**config.mk**
```make
export PLATFORM = sky130hd
export DESIGN_NAME = raster_job_ctrl
export DESIGN_NICKNAME = d
export VERILOG_FILES = /design/src/rtl/raster_pkg.sv /design/src/rtl/rr_arbiter.sv /design/src/rtl/raster_job_ctrl.sv
export SDC_FILE = /design/constraint.sdc
export NUM_CORES = 1
export LEC_CHECK = 0
export BUFFER_PORTS_ARGS = -buffer_cell sky130_fd_sc_hd__buf_2
export CAP_MARGIN = 15
export CORE_AREA = 2 2 195 197
export CTS_CLUSTER_DIAMETER = 60
export CTS_CLUSTER_SIZE = 25
export DETAILED_ROUTE_END_ITERATION = 10
export DIE_AREA = 0 0 197 199
export GPL_ROUTABILITY_DRIVEN = 0
export HOLD_SLACK_MARGIN = 0.12
export PLACE_DENSITY_LB_ADDON = 0.08
export SLEW_MARGIN = 5
export SYNTH_ARGS = -nofsm -noshare
export SYNTH_HDL_FRONTEND = slang
export SYNTH_HIERARCHICAL = 1
export SYNTH_SLANG_ARGS = --single-unit
```
**constraint.sdc**
```tcl
create_clock -name clk -period 12.55 [get_ports clk]
set_input_delay 2.51 -clock clk [delete_from_list [all_inputs] [get_ports clk]]
set_output_delay 2.51 -clock clk [all_outputs]
set_load 0.03 [all_outputs]
```
**src/rtl/raster_pkg.sv**
```systemverilog
// raster_pkg: shared FSM encoding and descriptor bit positions for the raster job controller.
package raster_pkg;
   typedef enum logic [2:0] {IDLE, LAUNCH, RUN, DRAIN, FLUSH} state_t;
   // ctrl_reg0 field offsets above the vertexSize field (which occupies the low W bits)
   localparam int NO_PERSP_OFS = 7;
   localparam int FLAT_OFS = 6;
   localparam int PROVOKE_OFS = 5;
   localparam int WINDING_OFS = 4;
   localparam int FACE_CULL_OFS = 3;
   localparam int ORIGIN_OFS = 2;
   localparam int MODE_OFS = 0;
   localparam int TRIS_MSB = 15;
   localparam int POLY_BIT = 16;
   localparam int RESX_LSB = 16;
endpackage

```
**src/rtl/rr_arbiter.sv**
```systemverilog
// rr_arbiter: single-grant round-robin arbiter; the search starts one past the last winner.
module rr_arbiter #(
   parameter int N = 4
) (
   input  logic         clk,
   input  logic         reset,
   input  logic [N-1:0] req,
   output logic [N-1:0] grant
);
   localparam int PW = N > 1 ? $clog2(N) : 1;
   logic [PW-1:0] ptr, nxt, idx;
   logic found;
   always_comb begin
      grant = '0;
      nxt = ptr;
      found = 1'b0;
      idx = '0;
      for (int i = 0; i < N; i++) begin
         idx = PW'((int'(ptr) + i) % N);
         if (!found && req[idx]) begin
            found = 1'b1;
            grant[idx] = 1'b1;
            nxt = PW'((int'(idx) + 1) % N);
         end
      end
   end
   always_ff @(posedge clk or posedge reset)
      if (reset) ptr <= '0;
      else if (found) ptr <= nxt;
endmodule

```
**src/rtl/raster_job_ctrl.sv**
```systemverilog
// raster_job_ctrl: sequences one raster job - load balancer launch, round-robin triangle pipe
// starts, drain/abort handling, descriptor registers and performance counters.
module raster_job_ctrl
   import raster_pkg::*;
#(
   parameter int NUM_T_PIPES = 4,
   parameter int LOCAL_VERTEX_MEM_ADDR_WIDTH = 4,
   parameter int CNT_WIDTH = 32,
   parameter int DATA_WIDTH = 32
) (
   input  logic                                   clk,
   input  logic                                   reset,
   input  logic                                   start,
   input  logic                                   abort,
   input  logic                                   en,
   input  logic [DATA_WIDTH-1:0]                  ctrl_reg0,
   input  logic [DATA_WIDTH-1:0]                  ctrl_reg1,
   input  logic [DATA_WIDTH-1:0]                  res_reg,
   input  logic [DATA_WIDTH-1:0]                  i_array_ptr,
   input  logic [DATA_WIDTH-1:0]                  v_array_ptr,
   input  logic [DATA_WIDTH-1:0]                  f_array_ptr,
   input  logic [NUM_T_PIPES-1:0]                 pipe_mask,
   input  logic                                   lb_ready,
   input  logic                                   lb_done,
   input  logic [NUM_T_PIPES-1:0]                 tri_fifo_threshold,
   input  logic [NUM_T_PIPES-1:0]                 tri_fifo_full,
   input  logic [NUM_T_PIPES-1:0]                 tri_fifo_empty,
   input  logic [NUM_T_PIPES-1:0]                 frag_fifo_empty,
   input  logic [NUM_T_PIPES-1:0]                 fifo_overflow,
   input  logic [NUM_T_PIPES-1:0]                 pipe_ready,
   input  logic [NUM_T_PIPES-1:0]                 pipe_done,
   output logic                                   lb_start,
   output logic                                   lb_abort,
   output logic [NUM_T_PIPES-1:0]                 pipe_start,
   output logic [NUM_T_PIPES-1:0]                 pipe_active,
   output logic                                   ready,
   output logic                                   done,
   output logic                                   aborted,
   output logic                                   err,
   output logic                                   cfg_no_perspective,
   output logic                                   cfg_flat,
   output logic                                   cfg_provoke_mode,
   output logic                                   cfg_winding_order,
   output logic                                   cfg_face_culler_enable,
   output logic                                   cfg_origin_location,
   output logic [1:0]                             cfg_mode,
   output logic [LOCAL_VERTEX_MEM_ADDR_WIDTH-1:0] cfg_vertex_size,
   output logic [15:0]                            cfg_total_num_tris,
   output logic                                   cfg_poly_storage_structure,
   output logic [31:0]                            cfg_resx,
   output logic [31:0]                            cfg_resy,
   output logic [DATA_WIDTH-1:0]                  cfg_i_array_ptr,
   output logic [DATA_WIDTH-1:0]                  cfg_v_array_ptr,
   output logic [DATA_WIDTH-1:0]                  cfg_f_array_ptr,
   output logic [CNT_WIDTH-1:0]                   cycle_count,
   output logic [CNT_WIDTH-1:0]                   tri_launch_count
);
   localparam int W = LOCAL_VERTEX_MEM_ADDR_WIDTH;
   state_t state, nxt;
   logic [NUM_T_PIPES-1:0] mask, start_q, req;
   logic [W+7:0] c0;
   logic [POLY_BIT:0] c1;
   logic [15:0] resx, resy;
   logic go, busy, lb_seen, drained, flushed, unused;
   assign unused = ^{ctrl_reg0[DATA_WIDTH-1:W+8], ctrl_reg1[DATA_WIDTH-1:POLY_BIT+1]};
   assign busy = state == LAUNCH || state == RUN || state == DRAIN;
   assign go = en && state == IDLE && start;
   assign ready = state == IDLE;
   assign drained = lb_ready && &(tri_fifo_empty | ~mask) && &(frag_fifo_empty | ~mask)
                    && &(pipe_ready | ~mask) && !(|pipe_active) && !(|pipe_start);
   assign flushed = lb_ready && !(|pipe_active);
   assign cfg_no_perspective = c0[W+NO_PERSP_OFS];
   assign cfg_flat = c0[W+FLAT_OFS];
   assign cfg_provoke_mode = c0[W+PROVOKE_OFS];
   assign cfg_winding_order = c0[W+WINDING_OFS];
   assign cfg_face_culler_enable = c0[W+FACE_CULL_OFS];
   assign cfg_origin_location = c0[W+ORIGIN_OFS];
   assign cfg_mode = c0[W+MODE_OFS +: 2];
   assign cfg_vertex_size = c0[W-1:0];
   assign cfg_total_num_tris = c1[TRIS_MSB:0];
   assign cfg_poly_storage_structure = c1[POLY_BIT];
   assign cfg_resx = {16'b0, resx};
   assign cfg_resy = {16'b0, resy};
   rr_arbiter #(.N(NUM_T_PIPES)) u_arb (
      .clk   (clk),
      .reset (reset),
      .req   (req),
      .grant (pipe_start)
   );
   always_comb begin
      nxt = state;
      lb_start = en && state == LAUNCH;
      lb_abort = en && abort && busy;
      // the previous-cycle start term blocks a regrant before pipe_active has caught up
      req = (en && !abort && (state == RUN || state == DRAIN))
            ? mask & pipe_ready & (tri_fifo_threshold | tri_fifo_full) & ~pipe_active & ~start_q : '0;
      if (en)
         case (state)
            IDLE:    nxt = start ? LAUNCH : IDLE;
            LAUNCH:  nxt = abort ? FLUSH : RUN;
            RUN:     nxt = abort ? FLUSH : (lb_done || lb_seen) ? DRAIN : RUN;
            DRAIN:   nxt = abort ? FLUSH : drained ? IDLE : DRAIN;
            FLUSH:   nxt = flushed ? IDLE : FLUSH;
            default: nxt = IDLE;
         endcase
   end
   always_ff @(posedge clk or posedge reset)
      if (reset) begin
         state <= IDLE;
         done <= 1'b0;
         aborted <= 1'b0;
         err <= 1'b0;
         lb_seen <= 1'b0;
         mask <= '0;
         start_q <= '0;
         pipe_active <= '0;
         cycle_count <= '0;
         tri_launch_count <= '0;
         c0 <= '0;
         c1 <= '0;
         resx <= '0;
         resy <= '0;
         cfg_i_array_ptr <= '0;
         cfg_v_array_ptr <= '0;
         cfg_f_array_ptr <= '0;
      end else begin
         state <= nxt;
         done <= state == DRAIN && nxt == IDLE;
         aborted <= state == FLUSH && nxt == IDLE;
         start_q <= pipe_start;
         if (en) pipe_active <= (pipe_active & ~pipe_done) | pipe_start;
         if (go) begin
            mask <= pipe_mask;
            c0 <= ctrl_reg0[W+7:0];
            c1 <= ctrl_reg1[POLY_BIT:0];
            resx <= res_reg[RESX_LSB +: 16];
            resy <= res_reg[15:0];
            cfg_i_array_ptr <= i_array_ptr;
            cfg_v_array_ptr <= v_array_ptr;
            cfg_f_array_ptr <= f_array_ptr;
            err <= 1'b0;
            lb_seen <= 1'b0;
            cycle_count <= '0;
            tri_launch_count <= '0;
         end else if (en) begin
            if (|(fifo_overflow & mask)) err <= 1'b1;
            if (lb_done && state != IDLE) lb_seen <= 1'b1;
            if (state != IDLE && !(&cycle_count)) cycle_count <= cycle_count + CNT_WIDTH'(1);
            if (|pipe_start && !(&tri_launch_count)) tri_launch_count <= tri_launch_count + CNT_WIDTH'(1);
         end
      end
endmodule

```
==> flow_metrics.env <==
export IMPL_finalCritPeriodShare=0.605
export IMPL_finalSetupViolations=0
export IMPL_powerDensity_nw_per_um2=234
export IMPL_mostFrequentLayoutCell="nand2_1"
export IMPL_cp_buffers_inverters=2
export IMPL_numCtsBuffers=29
export IMPL_vias_per_cell=4.71
export IMPL_synth_top_cell_by_area="dfrtp_1"
export IMPL_maxSlewViolCount=0
export IMPL_synth_flop_cell="dfrtp_1"
export IMPL_routedWlPerCell_um=17.2
export IMPL_crit_type="primary input to primary output"
export IMPL_drcViolationCount=0
export IMPL_critPathSlowestCell="mux4_2"
export IMPL_synth_xor_area_frac=0.0112
export IMPL_fin_cells=2140
export IMPL_finalPower_mw=3.38
export IMPL_grt_usage=0.183
export IMPL_worst_slew_pin_slew_ns=1.16
export IMPL_final_cell_mix="nand2_1 (536), buf_2 (430), dfrtp_1 (242)"
export IMPL_synth_top_family_by_area="simple AND/OR/NAND/NOR gates"
export IMPL_wl_mm=36.9
export IMPL_grt_overflow=0
export IMPL_cts_tree="done"
export IMPL_antenna_found_initial=6
export IMPL_cts_buffer_depth=3
export IMPL_cts_root_buf="clkbuf_16"
export IMPL_drive_gt1_frac=0.302
export IMPL_drt_iter0_markers=507
export IMPL_final_area_um2=14500
export IMPL_synth_warnings=6
export IMPL_fin_nets=1881
export IMPL_clock_skew_ns=0.0170
export IMPL_hold_buffers=0
export IMPL_syn_area_um2=11000
export IMPL_ys_seq_area_frac=0.551
export IMPL_synth_seq_cells=242
export IMPL_die_w_um=197
export IMPL_num_rows=71
export IMPL_insertion_delay_ns=0.56
export IMPL_yosys_area_share_adder=0.00797
export IMPL_core_um2=37100
export IMPL_synth_top_area_frac=0.551
export IMPL_worstPathMaxFanout=23
export IMPL_peakVddDrop_mv=0.126
export IMPL_synth_area_mux_share=0.00911
export IMPL_grt_max_degree=110
export IMPL_pin_count=498
export IMPL_ctsResizeCount=0
export IMPL_nFillCells=3947
export IMPL_vias=10100
export IMPL_drt_pass1_iter_count=5
export IMPL_status="finished clean"
export IMPL_hp_class="flip-flop to flip-flop"
export IMPL_synth_compound_area_share=0.0833
export IMPL_p_leak_nw=7.81
export IMPL_avgSynthCellArea_um2=8.89
export IMPL_cp_common_cell="buf_2"
export IMPL_critPathRequiredTime_ns=10.04
export IMPL_crit_arrival_ns=5.09
export IMPL_synth_simple_area_share=0.290
export IMPL_synthArstFlopShare=1.00
export IMPL_path_clk_slew_ns=0.06
export IMPL_fin_tns_setup_ns=0
export IMPL_max_cap_viol_count=0
export IMPL_slew_headroom=0.225
export IMPL_worstSetupStartpointType="primary input"
export IMPL_cp_top_family="simple AND/OR/NAND/NOR gates"
export IMPL_synth_edff_count=0
export IMPL_grt_pass1_vias=9774
export IMPL_numClockSinks=242
export IMPL_dieArea_um2=39200
export IMPL_end_kind="primary output"
export IMPL_min_period_ns=7.60
export IMPL_grt_pass1_wl_mm=56.5
export IMPL_ys_top_cells_by_area="dfrtp_1 (55%), nand2_1 (18%), buf_4 (2.2%), a21oi_1 (1.6%), clkbuf_1 (1.6%)"
export IMPL_port_buffers=430
export IMPL_start_util=0.296
export IMPL_slowest_delay_ns=0.62
export IMPL_die_height_um=199
export IMPL_htreeDepth=1
export IMPL_area_growth_pct=31.6
export IMPL_max_freq_mhz=132
export IMPL_placed_cells=2086
export IMPL_ys_types=63
export IMPL_netlist_instances=1235
export IMPL_crit_chain="buf_2 -> nor2b_1 -> nand3b_1 -> nor2_1 -> mux4_2 -> nor4b_4 -> a22oi_1 -> nand2_1 -> buf_2"
export IMPL_cts_setup_buffers=0
export IMPL_hold_violations=0
export IMPL_rsz0062_at_grt="false"
export IMPL_dp_hpwl_mm=26.0
export IMPL_final_antenna_net_count=0
export IMPL_dpl_cell_area_um2=13500
-- report_power, final --
group          switching (mW)  leakage [nW]  internal [mW]
combinational           0.957          4.20          0.344
sequential              0.156          3.13           1.04
clock                   0.354         0.486          0.526
-- metrics by stage --
step | hold WS (ns) | utilization | setup WS [ns]
after global placement | 0.452 | 0.362 | 5.01
final | 0.465 | 0.389 | 4.95
after floorplan | 0.463 | - | 3.45
after global routing | 0.490 | 0.389 | 4.70
after CTS | 0.471 | 0.389 | 4.93
after detailed placement | 0.456 | 0.362 | 4.95
-- Yosys cell counts, types with 5 or more instances --
cell type,instances
nor2_1,31
nand3_1,27
o21ai_1,6
nand4_1,21
buf_1,7
inv_1,12
ha_1,7
xnor2_1,11
nor4_1,6
o31ai_1,15
buf_4,32
or4_1,23
or3_1,23
and4_1,10
and3_1,14
a31oi_1,5
a21oi_1,35
a2111oi_0,5
nand2_1,536
nor3_1,6
a22oi_1,11
dfrtp_1,242
o211ai_1,15
o21ai_0,28
clkbuf_1,46
-- layout make-up --
type                            instances  area [µm²]  area share
Sequential cell                       242        6060       0.419
Multi-Input combinational cell        921        4550       0.315
Timing Repair Buffer                  436        2200       0.152
Clock buffer                           35         778      0.0538
Tap cell                              474         593      0.0410
Clock inverter                         17         215      0.0149
Inverter                               13        56.3     0.00390
Antenna cell                            2        5.00    0.000346
-- tightest hold or removal path, delay by kind of cell, from the launching register on --
family / cells / cell delay, ns
flops: 1 / 0.33
simple gates: 2 / 0.10
-- registers in the layout (all words and copies together), names as in the netlist --
name / flops
c0: 12
pipe_active: 4
done: 1
u_arb/ptr: 2
lb_seen: 1
cfg_v_array_ptr: 32
cfg_i_array_ptr: 32
err: 1
aborted: 1
resx: 16
c1: 17
start_q: 4
resy: 16
mask: 4
cfg_f_array_ptr: 32
state: 3
cycle_count: 32
tri_launch_count: 32
-- cell families (layout without fill, tap and decap cells) --
kind of cell / count (synthesis) / after routing
flip-flops: 242 / 242
XOR/XNOR: 14 / 14
other: 1 / 34
AND/OR/NAND/NOR: 722 / 722
AO/OA/AOI/OAI: 141 / 141
buffers and inverters: 103 / 501
adder cells (fa/ha/maj): 7 / 7
multiplexers: 5 / 5
-- per-layer routing --
layer | GRT usage | part of all wire
met5 | 0 | 0.00092
met4 | 0.0446 | 0.021
met3 | 0.0627 | 0.081
met2 | 0.298 | 0.48
met1 | 0.233 | 0.42
-- path summary, 6_finish.rpt --
path                       cells after the start  slack, ns                startpoint                                to
setup / recovery                               9       4.95                        en                     pipe_start[3]
hold / removal                                 2       0.46      resx[11]$_DFFE_PP0P_              resx[11]$_DFFE_PP0P_
setup reg to reg                              11       8.15  u_arb/ptr[0]$_DFFE_PP0P_  tri_launch_count[27]$_DFFE_PP0P_
hold reg to reg                                2       0.46      resx[11]$_DFFE_PP0P_              resx[11]$_DFFE_PP0P_
max in group asynchronous                      4       8.16                     reset   cfg_f_array_ptr[27]$_DFFE_PP0P_
min in group asynchronous                      2       1.87                     reset          u_arb/ptr[0]$_DFFE_PP0P_
(Power assumes the default switching activity.)
